**config.mk**
```make
export PLATFORM = sky130hd
export DESIGN_NAME = debounce_edge
export DESIGN_NICKNAME = d
export VERILOG_FILES = /design/src/rtl/debounce_pkg.sv /design/src/rtl/sync_2ff.sv /design/src/rtl/debounce_edge.sv
export SDC_FILE = /design/constraint.sdc
export NUM_CORES = 1
export LEC_CHECK = 0
export ABC_AREA = 1
export CAP_MARGIN = 10
export CORE_AREA = 3 3 40 42
export CTS_BUF_LIST = sky130_fd_sc_hd__clkbuf_8
export CTS_CLUSTER_DIAMETER = 50
export CTS_CLUSTER_SIZE = 24
export DETAILED_ROUTE_END_ITERATION = 8
export DIE_AREA = 0 0 43 45
export PLACE_DENSITY = 0.58
export SKIP_LAST_GASP = 1
export SLEW_MARGIN = 0
export SYNTH_ARGS = -nofsm -noshare
export SYNTH_HDL_FRONTEND = slang
export SYNTH_SLANG_ARGS = --single-unit
```
**constraint.sdc**
```tcl
create_clock -name clk -period 2.2 [get_ports clk]
set_clock_uncertainty 0.05 [all_clocks]
set_input_delay 0.44 -clock clk [delete_from_list [all_inputs] [get_ports clk]]
set_output_delay 0.44 -clock clk [all_outputs]
set_load 0.02 [all_outputs]
```
**src/rtl/debounce_pkg.sv**
```systemverilog
// Shared definitions for the debounce_edge block.
//
// Contents:
//   - 2-bit state encoding for the debounce FSM. Bit 1 of the encoding is
//     the debounced level, so IDLE_HI and WAIT_LO both present data_out = 1.
//   - Default number of stable samples required before the output flips.
//   - state_level(): the debounced level implied by a state code.
package debounce_pkg;

  localparam logic [1:0] IDLE_LO = 2'b00;
  localparam logic [1:0] WAIT_HI = 2'b01;
  localparam logic [1:0] IDLE_HI = 2'b11;
  localparam logic [1:0] WAIT_LO = 2'b10;

  localparam int unsigned DEFAULT_STABLE_CYCLES = 4;

  // Debounced level carried by a state: high in IDLE_HI and WAIT_LO.
  function automatic logic state_level(input logic [1:0] state);
    return state[1];
  endfunction

endpackage

```
**src/rtl/sync_2ff.sv**
```systemverilog
// Two-flop synchronizer for a single asynchronous level.
//
// Ports:
//   clk   - rising-edge clock of the destination domain
//   reset - asynchronous, active-low reset; both flops clear to 0
//   d     - asynchronous input level
//   q     - synchronized level, two clk edges behind d
module sync_2ff (
  input  logic clk,
  input  logic reset,
  input  logic d,
  output logic q
);

  logic meta_q;
  logic sync_q;

  // First flop may go metastable; the second gives it a full cycle to settle.
  always_ff @(posedge clk or negedge reset) begin
    if (!reset) begin
      meta_q <= 1'b0;
      sync_q <= 1'b0;
    end else begin
      meta_q <= d;
      sync_q <= meta_q;
    end
  end

  assign q = sync_q;

endmodule

```
**src/rtl/debounce_edge.sv**
```systemverilog
// Debouncer with edge strobes for a bouncy asynchronous level (button/switch).
//
// data_out flips on the STABLE_CYCLES-th consecutive rising edge at which the
// sampled level s shows the new value. Any sample of the old level before that
// point drops the FSM back to its idle state without touching the outputs.
//
// Build option:
//   DEBOUNCE_SYNC_EN - when defined, data_in passes through a sync_2ff before
//                      being sampled (two extra cycles of latency). When not
//                      defined, data_in must already be synchronous to clk.
//
// Ports:
//   clk      - rising-edge clock
//   reset    - asynchronous, active-low reset (0 = reset asserted)
//   data_in  - raw level
//   data_out - debounced level
//   rise     - one-cycle strobe aligned with data_out going 0->1
//   fall     - one-cycle strobe aligned with data_out going 1->0
module debounce_edge
  import debounce_pkg::*;
#(
  parameter int unsigned  STABLE_CYCLES = DEFAULT_STABLE_CYCLES,
  localparam int unsigned CNT_W         = $clog2(STABLE_CYCLES + 1)
) (
  input  logic clk,
  input  logic reset,
  input  logic data_in,
  output logic data_out,
  output logic rise,
  output logic fall
);

  if (STABLE_CYCLES < 2) begin : g_bad_stable_cycles
    $error("debounce_edge: STABLE_CYCLES must be at least 2");
  end

  localparam logic [CNT_W-1:0] CntOne  = CNT_W'(1);
  localparam logic [CNT_W-1:0] CntLast = CNT_W'(STABLE_CYCLES - 1);

  logic s;

`ifdef DEBOUNCE_SYNC_EN
  sync_2ff u_sync (
    .clk   (clk),
    .reset (reset),
    .d     (data_in),
    .q     (s)
  );
`else
  assign s = data_in;
`endif

  logic [1:0]       state_q, state_d;
  logic [CNT_W-1:0] cnt_q, cnt_d;
  logic             rise_q, rise_d;
  logic             fall_q, fall_d;

  // cnt holds how many consecutive samples of the new level have been seen,
  // so it never exceeds STABLE_CYCLES-1 and cannot wrap.
  always_comb begin
    state_d = state_q;
    cnt_d   = cnt_q;
    rise_d  = 1'b0;
    fall_d  = 1'b0;
    case (state_q)
      IDLE_LO: begin
        if (s) begin
          state_d = WAIT_HI;
          cnt_d   = CntOne;
        end else begin
          cnt_d = '0;
        end
      end
      WAIT_HI: begin
        if (!s) begin
          state_d = IDLE_LO;
          cnt_d   = '0;
        end else if (cnt_q == CntLast) begin
          state_d = IDLE_HI;
          cnt_d   = '0;
          rise_d  = 1'b1;
        end else begin
          cnt_d = cnt_q + CntOne;
        end
      end
      IDLE_HI: begin
        if (!s) begin
          state_d = WAIT_LO;
          cnt_d   = CntOne;
        end else begin
          cnt_d = '0;
        end
      end
      WAIT_LO: begin
        if (s) begin
          state_d = IDLE_HI;
          cnt_d   = '0;
        end else if (cnt_q == CntLast) begin
          state_d = IDLE_LO;
          cnt_d   = '0;
          fall_d  = 1'b1;
        end else begin
          cnt_d = cnt_q + CntOne;
        end
      end
      default: begin
        state_d = IDLE_LO;
        cnt_d   = '0;
      end
    endcase
  end

  always_ff @(posedge clk or negedge reset) begin
    if (!reset) begin
      state_q <= IDLE_LO;
      cnt_q   <= '0;
      rise_q  <= 1'b0;
      fall_q  <= 1'b0;
    end else begin
      state_q <= state_d;
      cnt_q   <= cnt_d;
      rise_q  <= rise_d;
      fall_q  <= fall_d;
    end
  end

  // The debounced level is encoded in the state, so it updates on the same
  // edge as the strobes.
  assign data_out = state_level(state_q);
  assign rise     = rise_q;
  assign fall     = fall_q;

endmodule

```
==> results.sh, run 1 <==
export IMPL_outcome="completed"
export IMPL_ys_ff_latch=7
export IMPL_clkSinkCount=7
export IMPL_core_region_area_um2=1280
export IMPL_antenna_found_initial=0
export IMPL_avgRoutedWirePerCell_um=8.80
export IMPL_clk_pin_slew_worst_paths_ns=0.04
export IMPL_r2r_cells=8
export IMPL_synth_ff_type="dfrtp_1"
export IMPL_worst_path_max_delay_cell="clkdlybuf4s50_1"
export IMPL_yosysTopAreaCell="dfrtp_1"
export IMPL_slew_headroom_pct=78.6
export IMPL_dp_slack_ns=0.577
export IMPL_crit_buf_inv=1
export IMPL_worst_pin_slew_ns=0.320
export IMPL_syn_area_um2=412
export IMPL_power_static_leakage_uw=0.000266
export IMPL_die_area_um2=1940
export IMPL_cts_root_buf="clkbuf_8"
export IMPL_ys_warnings_count=0
export IMPL_h_tree_depth=1
export IMPL_r2r_start="state_q[1]"
export IMPL_rsz0062_at_grt="false"
export IMPL_min_path_type="input pin to asynchronous set/reset pin"
export IMPL_synth_cells=46
export IMPL_grt_pass1_vias=271
export IMPL_drive_gt1_share_pct=18.2
export IMPL_num_rows=13
export IMPL_synth_top_area_share_pct=42.6
export IMPL_cp_data_arrival_time_ns=1.27
export IMPL_grt_max_degree=8
export IMPL_drc_errors=0
export IMPL_finalPower_uw=580
export IMPL_ctsHoldBuffers=0
export IMPL_critPathMaxFanout=5
export IMPL_crit_path_max_incr_delay_ns=0.63
export IMPL_via_per_inst=4.19
export IMPL_overflow=0
export IMPL_crit_chain="clkdlybuf4s50_1"
export IMPL_powerDensity_nw_per_um2=1100
export IMPL_clock_latency_ns=0.22
export IMPL_antenna_cells=0
export IMPL_synth_edf_count=0
export IMPL_netlist_top_cells_count="10 x nand2_1, 7 x dfrtp_1, 6 x ha_1, 5 x inv_1"
export IMPL_setup_violations=0
export IMPL_syn_nets=55
export IMPL_die_w_um=43
export IMPL_ys_seq_area_share_pct=42.6
export IMPL_worst_setup_path_end_kind="primary output"
export IMPL_syn_avg_cell_area_um2=8.95
export IMPL_cpLargestDelayFamily="buffers and inverters"
export IMPL_fp_dieH_um=45
export IMPL_crit_type="register to primary output"
export IMPL_fmax_mhz=568
export IMPL_nets=65
export IMPL_cts_made_buffers=3
export IMPL_ys_types=15
export IMPL_period_share_pct=80.0
export IMPL_initial_core_util_pct=32.0
export IMPL_drt_pass1_iterations=1
export IMPL_fin_ws_ns=0.439
export IMPL_hold_viol_final=0
export IMPL_cts_tree="done"
export IMPL_netlist_top_cells_area="dfrtp_1 43%, ha_1 18%, nand2_1 9.1%"
export IMPL_io_pin_count=6
export IMPL_grt_first_pass_wirelength_mm=1.14
export IMPL_postCtsResizedCells=0
export IMPL_cts_buffer_depth=2
export IMPL_worstSetupStartpointType="register"
export IMPL_period_needed_ns=1.76
export IMPL_drt_iter0_markers=0
export IMPL_globalplace_congestion=0.734
export IMPL_cp_required_ns=1.71
export IMPL_wl_um=616
export IMPL_drv_cap=0
export IMPL_portBuffers=5
export IMPL_grt_usage_pct=8.31
export IMPL_timing_setup_tns_ns=0
export IMPL_async_reset_ff_share_pct=100
export IMPL_peakVddDrop_v=0.000405
export IMPL_post_cts_buffers=0
export IMPL_syn2layout_area_growth_pct=27.7
export IMPL_ant_nets=0
export IMPL_slew_violations=0
export IMPL_vias=293
export IMPL_place_hpwl_um=519
export IMPL_r2r_slack_ns=0.88
export IMPL_synth_most_common_cell="nand2_1"
export IMPL_r2r_end="state_q[1]"
==> final cells by class <==
type,instances,area (um^2)
tap,15,18.8
multi-input combinational,33,214
sequential,7,175
clock inverter,1,3.75
inverter,6,22.5
clock buffer,3,41.3
fill,138,759
timing repair buffer,5,50.0
==> where the power goes <==
part | internal, uW | switching (uW)
Sequential | 159 | 23.0
Clock | 120 | 50.8
Combinational | 92.9 | 133
==> sequential cells by signal (all words and copies together) (netlist names) <==
register	cells
cnt_q	3
fall	1
rise	1
state_q	2
==> per-layer routing <==
metal / track usage (%) / part of all wire, % / vias to the layer above
met3: 1.20 / 5.2 / 2
met4: 9.04 / 3.1 / 0
met2: 11.4 / 40 / 7
li1: - / - / 162
met1: 10.6 / 51 / 122
met5: 0 / 0 / -
==> cell usage in the layout (no fill, tap or decap), types with 2 or more instances in the layout <==
cell / netlist / final
nand2_1: 10 / 10
dfrtp_1: 7 / 7
inv_1: 5 / 6
ha_1: 6 / 6
clkdlybuf4s50_1: 0 / 5
nand2_2: 3 / 3
nor2_1: 3 / 3
a21oi_1: 3 / 3
clkbuf_8: 0 / 3
nand3_1: 2 / 2
==> logic make-up after synthesis <==
logic type	Yosys count	share of synthesized area [%]
fa+ha+maj	6	18.2
simple gates	21	25.8
buf+inv	6	5.47
compound gates	6	7.90
flops	7	42.6
==> metrics by stage <==
| step | hold slack (ns) | std cells | utilization [%] | instance area (um^2) |
|---|---|---|---|---|
| CTS | 0.440 | 70 | 40.9 | 526 |
| finish | 0.432 | 70 | 40.9 | 526 |
| global route | 0.456 | 70 | 40.9 | 526 |
| detailed placement | 0.476 | 66 | 37.4 | 480 |
| floorplan | 0.0944 | 46 | - | 412 |
| global placement | 0.473 | 66 | 37.4 | 480 |
==> worst max path at each step <==
stage          cells after the start    endpoint        from  slack (ns)
4_1_cts                            1    data_out  state_q[1]        0.43
3_3_place_gp                       8  state_q[1]     data_in        0.59
5_1_grt                            1    data_out  state_q[1]        0.37
3_5_place_dp                       8  state_q[1]     data_in        0.58
2_1_floorplan                      8  state_q[1]  state_q[1]        0.86
6_report                           1    data_out  state_q[1]        0.44
Power figures use the tool's default switching activity.
==> run 2: changes to the inputs <==
PLACE_DENSITY = 0.6   (was 0.58)
clock period = 1.51 ns   (was 2.2 ns; I/O delays follow)
==> run 2 against run 1 <==
Total power is 48% higher. Combinational power is 48% higher. Utilization is 0.097 points higher. First-iteration DRC count is 2 higher. Cell area is 0.24% higher. Worst hold slack worse by 0.14 ns. Worst setup slack worse by 0.40 ns. Sequential cell count stayed put. Sequential share of layout area is 0.079 points lower. Critical path type unchanged. Largest cell class unchanged. Largest power group unchanged.
==> results.sh, run 2 (synthesis results as in run 1) <==
export IMPL_crit_path_max_incr_delay_ns=0.59
export IMPL_worst_path_max_delay_cell="clkdlybuf4s50_1"
export IMPL_drive_gt1_share_pct=18.2
export IMPL_slew_violations=0
export IMPL_critPathMaxFanout=1
export IMPL_post_cts_buffers=0
export IMPL_die_w_um=43
export IMPL_r2r_slack_ns=0.19
export IMPL_cp_data_arrival_time_ns=1.12
export IMPL_io_pin_count=6
export IMPL_grt_pass1_vias=265
export IMPL_portBuffers=5
export IMPL_grt_usage_pct=8.88
export IMPL_swShare_pct=37.0
export IMPL_clk_pin_slew_worst_paths_ns=0.04
export IMPL_worst_setup_path_end_kind="primary output"
export IMPL_cts_tree="done"
export IMPL_syn2layout_area_growth_pct=28.0
export IMPL_layout_common_cells="10 x nand2_1, 7 x dfrtp_1, 6 x inv_1, 6 x ha_1"
export IMPL_p_sw_uw=317
export IMPL_cpLargestDelayFamily="buffers and inverters"
export IMPL_slew_headroom_pct=77.9
export IMPL_cts_buffer_depth=2
export IMPL_num_rows=13
export IMPL_internal_power_uw=539
export IMPL_fp_dieH_um=45
export IMPL_period_share_pct=97.4
export IMPL_fin_ws_ns=0.0392
export IMPL_outcome="completed"
export IMPL_antenna_cells=0
export IMPL_min_path_type="input pin to asynchronous set/reset pin"
export IMPL_cp_required_ns=1.16
export IMPL_vias=303
export IMPL_r2r_start="state_q[1]"
export IMPL_cts_made_buffers=3
export IMPL_drt_pass1_iterations=4
export IMPL_antenna_found_initial=0
export IMPL_crit_type="register to primary output"
export IMPL_num_fill_cells=130
export IMPL_hold_viol_final=0
export IMPL_wl_um=693
export IMPL_hold_slack_ns=0.293
export IMPL_dp_cells=66
export IMPL_fmax_mhz=680
export IMPL_core_region_area_um2=1280
export IMPL_pwr_share_comb_pct=39.1
export IMPL_r2r_cells=8
export IMPL_regMostFlops="cnt_q"
export IMPL_fin_cells=70
export IMPL_overflow=0
export IMPL_reg_largest_list="cnt_q (3), state_q (2)"
export IMPL_ctsHoldBuffers=0
export IMPL_ant_nets=0
export IMPL_rsz0062_at_grt="false"
export IMPL_worstSetupStartpointType="register"
export IMPL_initial_core_util_pct=32.0
export IMPL_power_frac_seq_pct=31.2
export IMPL_p_clk_share_pct=29.8
export IMPL_dp_slack_ns=0.0198
export IMPL_crit_buf_inv=1
export IMPL_avgRoutedWirePerCell_um=9.90
export IMPL_clock_latency_ns=0.22
export IMPL_die_area_um2=1940
export IMPL_grt_max_degree=8
export IMPL_h_tree_depth=1
export IMPL_grt_first_pass_wirelength_mm=1.15
export IMPL_drv_cap=0
export IMPL_timing_setup_tns_ns=0
export IMPL_clkSinkCount=7
export IMPL_cts_root_buf="clkbuf_8"
export IMPL_worst_pin_slew_ns=0.331
export IMPL_layout_commonest_cell="nand2_1"
export IMPL_via_per_inst=4.33
export IMPL_nets=65
export IMPL_peakVddDrop_v=0.000642
export IMPL_crit_chain="clkdlybuf4s50_1"
export IMPL_largest_register_ffs=3
export IMPL_setup_violations=0
export IMPL_globalplace_congestion=0.732
export IMPL_drc_errors=0
export IMPL_place_hpwl_um=549
export IMPL_powerDensity_nw_per_um2=1620
export IMPL_power_static_leakage_uw=0.000288
export IMPL_drt_iter0_markers=2
export IMPL_r2r_end="state_q[0]"
export IMPL_period_needed_ns=1.47
==> run 2: cell types whose count changed in the layout (fill, tap and decap cells not counted), sizes merged <==
cell           delta
dlymetal6s2s      +1
dlygate4sd2       +1
clkdlybuf4s50     -2
==> run 2: area by class of cell <==
| type | count | area [um^2] | area share [%] |
|---|---|---|---|
| multi-input cells | 33 | 214 | 40.6 |
| flip-flops and latches | 7 | 175 | 33.3 |
| repair buffers | 5 | 51.3 | 9.74 |
| clock buffers | 3 | 41.3 | 7.84 |
| inverters | 6 | 22.5 | 4.28 |
| well taps | 15 | 18.8 | 3.56 |
| clock inverters | 1 | 3.75 | 0.713 |
==> run 2: worst max-delay path by stage <==
| stage | slack [ns] | end | startpoint | cells after the start |
|---|---|---|---|---|
| 4_1_cts | 0.03 | rise | rise | 1 |
| 2_1_floorplan | 0.17 | state_q[1] | state_q[1] | 8 |
| 5_1_grt | 0.005 | fall | fall | 1 |
| 6_report | 0.04 | fall | fall | 1 |
| 3_3_place_gp | 0.05 | state_q[1] | data_in | 8 |
| 3_5_place_dp | 0.02 | state_q[1] | data_in | 8 |
==> run 2: timing repair <==
| action | in CTS | in global routing |
|---|---|---|
| resized for setup | 1 | 1 |
| pin swaps | 0 | 0 |
| setup endpoints to repair | 1 | 1 |
==> run 2: stage by stage <==
| stage | total power (uW) | instance area (um^2) | util [%] |
|---|---|---|---|
| after floorplan | 528 | 412 | - |
| after global placement | 610 | 480 | 37.4 |
| after detailed placement | 609 | 480 | 37.4 |
| after CTS | 872 | 524 | 40.8 |
| after global routing | 936 | 527 | 41.0 |
| final | 856 | 527 | 41.0 |
==> run 2: power groups by stage <==
stage	sequential, uW	clock [uW]	combinational [uW]
3_3_place_gp	268	0	342
4_1_cts	266	266	340
2_1_floorplan	271	0	258
6_report	267	255	334
5_1_grt	273	281	382
3_5_place_dp	268	0	340
==> run 2: per-layer routing <==
layer,vias to the layer above,part of all wire [%],global-route usage (%)
met4,0,0,7.23
met5,-,0,0
li1,162,-,-
met2,7,46,12.3
met3,0,7.9,3.59
met1,134,46,10.8
==> run 3: changes to the inputs <==
CORE_AREA = 2 2 39 41   (was 3 3 40 42)
DIE_AREA = 0 0 41 43   (was 0 0 43 45)
MAX_ROUTING_LAYER = met4   (was default)
SLEW_MARGIN = default   (was 0)
==> run 3 against run 2 <==
Sequential cell count is the same. Global-route usage grew 2.3 points. Critical path depth is the same. Clock power is essentially flat. Utilization shrank 2.7 points. Highest routed layer is now met4. Critical endpoint is now data_out. Non-clock buffer count is the same. Critical path type unchanged. Largest cell class unchanged. Combinational power is essentially flat. Total power grew 0.41%. Sequential power is essentially flat. Wire length shrank 3.9%. Worst hold slack lost 0.014 ns.
==> results.sh, run 3 (synthesis results as in run 1) <==
export IMPL_dp_slack_ns=0.00121
export IMPL_hold_viol_final=0
export IMPL_initial_core_util_pct=29.7
export IMPL_io_pin_count=6
export IMPL_grt_pass1_vias=305
export IMPL_critPathMaxFanout=5
export IMPL_h_tree_depth=1
export IMPL_place_hpwl_um=548
export IMPL_layout_commonest_cell="nand2_1"
export IMPL_slew_violations=0
export IMPL_grt_max_degree=8
export IMPL_fp_dieH_um=43
export IMPL_crit_chain="dlygate4sd2_1"
export IMPL_die_area_um2=1760
export IMPL_largest_register_ffs=3
export IMPL_timing_setup_tns_ns=0
export IMPL_ctsHoldBuffers=0
export IMPL_worst_path_max_delay_cell="dfrtp_1"
export IMPL_wl_um=666
export IMPL_crit_buf_inv=1
export IMPL_clkSinkCount=7
export IMPL_clk_pin_slew_worst_paths_ns=0.04
export IMPL_overflow=0
export IMPL_portBuffers=5
export IMPL_cpLargestDelayFamily="flip-flops"
export IMPL_regMostFlops="cnt_q"
export IMPL_period_share_pct=88.7
export IMPL_drc_errors=0
export IMPL_avgRoutedWirePerCell_um=9.38
export IMPL_fin_ws_ns=0.171
export IMPL_drt_iter0_markers=0
export IMPL_cts_tree="done"
export IMPL_cts_buffer_depth=2
export IMPL_ant_nets=0
export IMPL_slew_headroom_pct=79.4
export IMPL_crit_path_max_incr_delay_ns=0.41
export IMPL_worst_setup_path_end_kind="primary output"
export IMPL_worstSetupPathDepth=1
export IMPL_min_path_type="input pin to asynchronous set/reset pin"
export IMPL_grt_usage_pct=11.2
export IMPL_fmax_mhz=747
export IMPL_worstSetupStartpointType="register"
export IMPL_period_needed_ns=1.34
export IMPL_outcome="completed"
export IMPL_fin_util_pct=38.3
export IMPL_antenna_found_initial=0
export IMPL_cp_data_arrival_time_ns=0.99
export IMPL_rsz0062_at_grt="false"
export IMPL_antenna_cells=0
export IMPL_syn2layout_area_growth_pct=28.9
export IMPL_layout_common_cells="10 x nand2_1, 7 x dfrtp_1, 6 x inv_1, 6 x ha_1"
export IMPL_core_region_area_um2=1380
export IMPL_cts_root_buf="clkbuf_8"
export IMPL_clock_latency_ns=0.23
export IMPL_drive_gt1_share_pct=18.2
export IMPL_die_w_um=41
export IMPL_setup_violations=0
export IMPL_dpl_cell_area_um2=482
export IMPL_power_static_leakage_uw=0.000307
export IMPL_crit_type="register to primary output"
export IMPL_cts_made_buffers=3
export IMPL_vias=309
export IMPL_r2r_cells=8
export IMPL_via_per_inst=4.35
export IMPL_fin_area_um2=531
export IMPL_drv_cap=0
export IMPL_reg_largest_list="cnt_q (3), state_q (2)"
export IMPL_globalplace_congestion=0.768
export IMPL_cp_required_ns=1.16
export IMPL_powerDensity_nw_per_um2=1620
export IMPL_nets=65
export IMPL_grt_first_pass_wirelength_mm=1.20
export IMPL_worst_pin_slew_ns=0.308
export IMPL_peakVddDrop_v=0.000449
export IMPL_num_rows=14
export IMPL_drt_pass1_iterations=1
[run 3: repair_timing]
action                     CTS  global route
setup buffers                0             0
setup endpoints to repair    1             2
gates resized for setup      1             2
[run 3: where the power goes]
part | leakage [uW] | switching (uW) | internal (uW) | total [uW]
combinational | 0.000187 | 202 | 133 | 335
clock | 0.0000269 | 82.2 | 176 | 258
sequential | 0.0000930 | 33.8 | 232 | 266
total | 0.000307 | 318 | 541 | 859
[run 3: layout make-up]
type | instances | area [um^2]
Tap cell | 16 | 20.0
Multi-Input combinational cell | 33 | 214
Clock inverter | 1 | 3.75
Clock buffer | 3 | 41.3
Inverter | 6 | 22.5
Sequential cell | 7 | 175
Fill cell | 142 | 853
Timing Repair Buffer | 5 | 53.8
[run 3: path summary, 6_finish.rpt]
path / startpoint / to / slack, ns
worst max register to register: state_q[1] / state_q[1] / 0.20
worst min-delay path: reset / cnt_q[0] / 0.28
max in group asynchronous: reset / state_q[0] / 0.90
min in group clk: cnt_q[2] / cnt_q[2] / 0.48
worst max-delay path: state_q[1] / data_out / 0.17
worst min register to register: cnt_q[2] / cnt_q[2] / 0.48
[run 3: per-stage QoR]
step	hold WS, ns	power (uW)	std cells
after floorplan	-0.0436	528	46
after global placement	0.472	603	67
after detailed placement	0.473	615	67
after CTS	0.296	873	71
after global routing	0.315	945	71
final	0.279	859	71
[run 3: routing by layer]
metal | global-route usage, % | share of wire, % | wire, um
met5 | - | 0 | 0
met4 | 12.0 | 4.1 | 27
met3 | 1.57 | 6.2 | 41
met2 | 15.6 | 46 | 304
met1 | 12.1 | 44 | 293
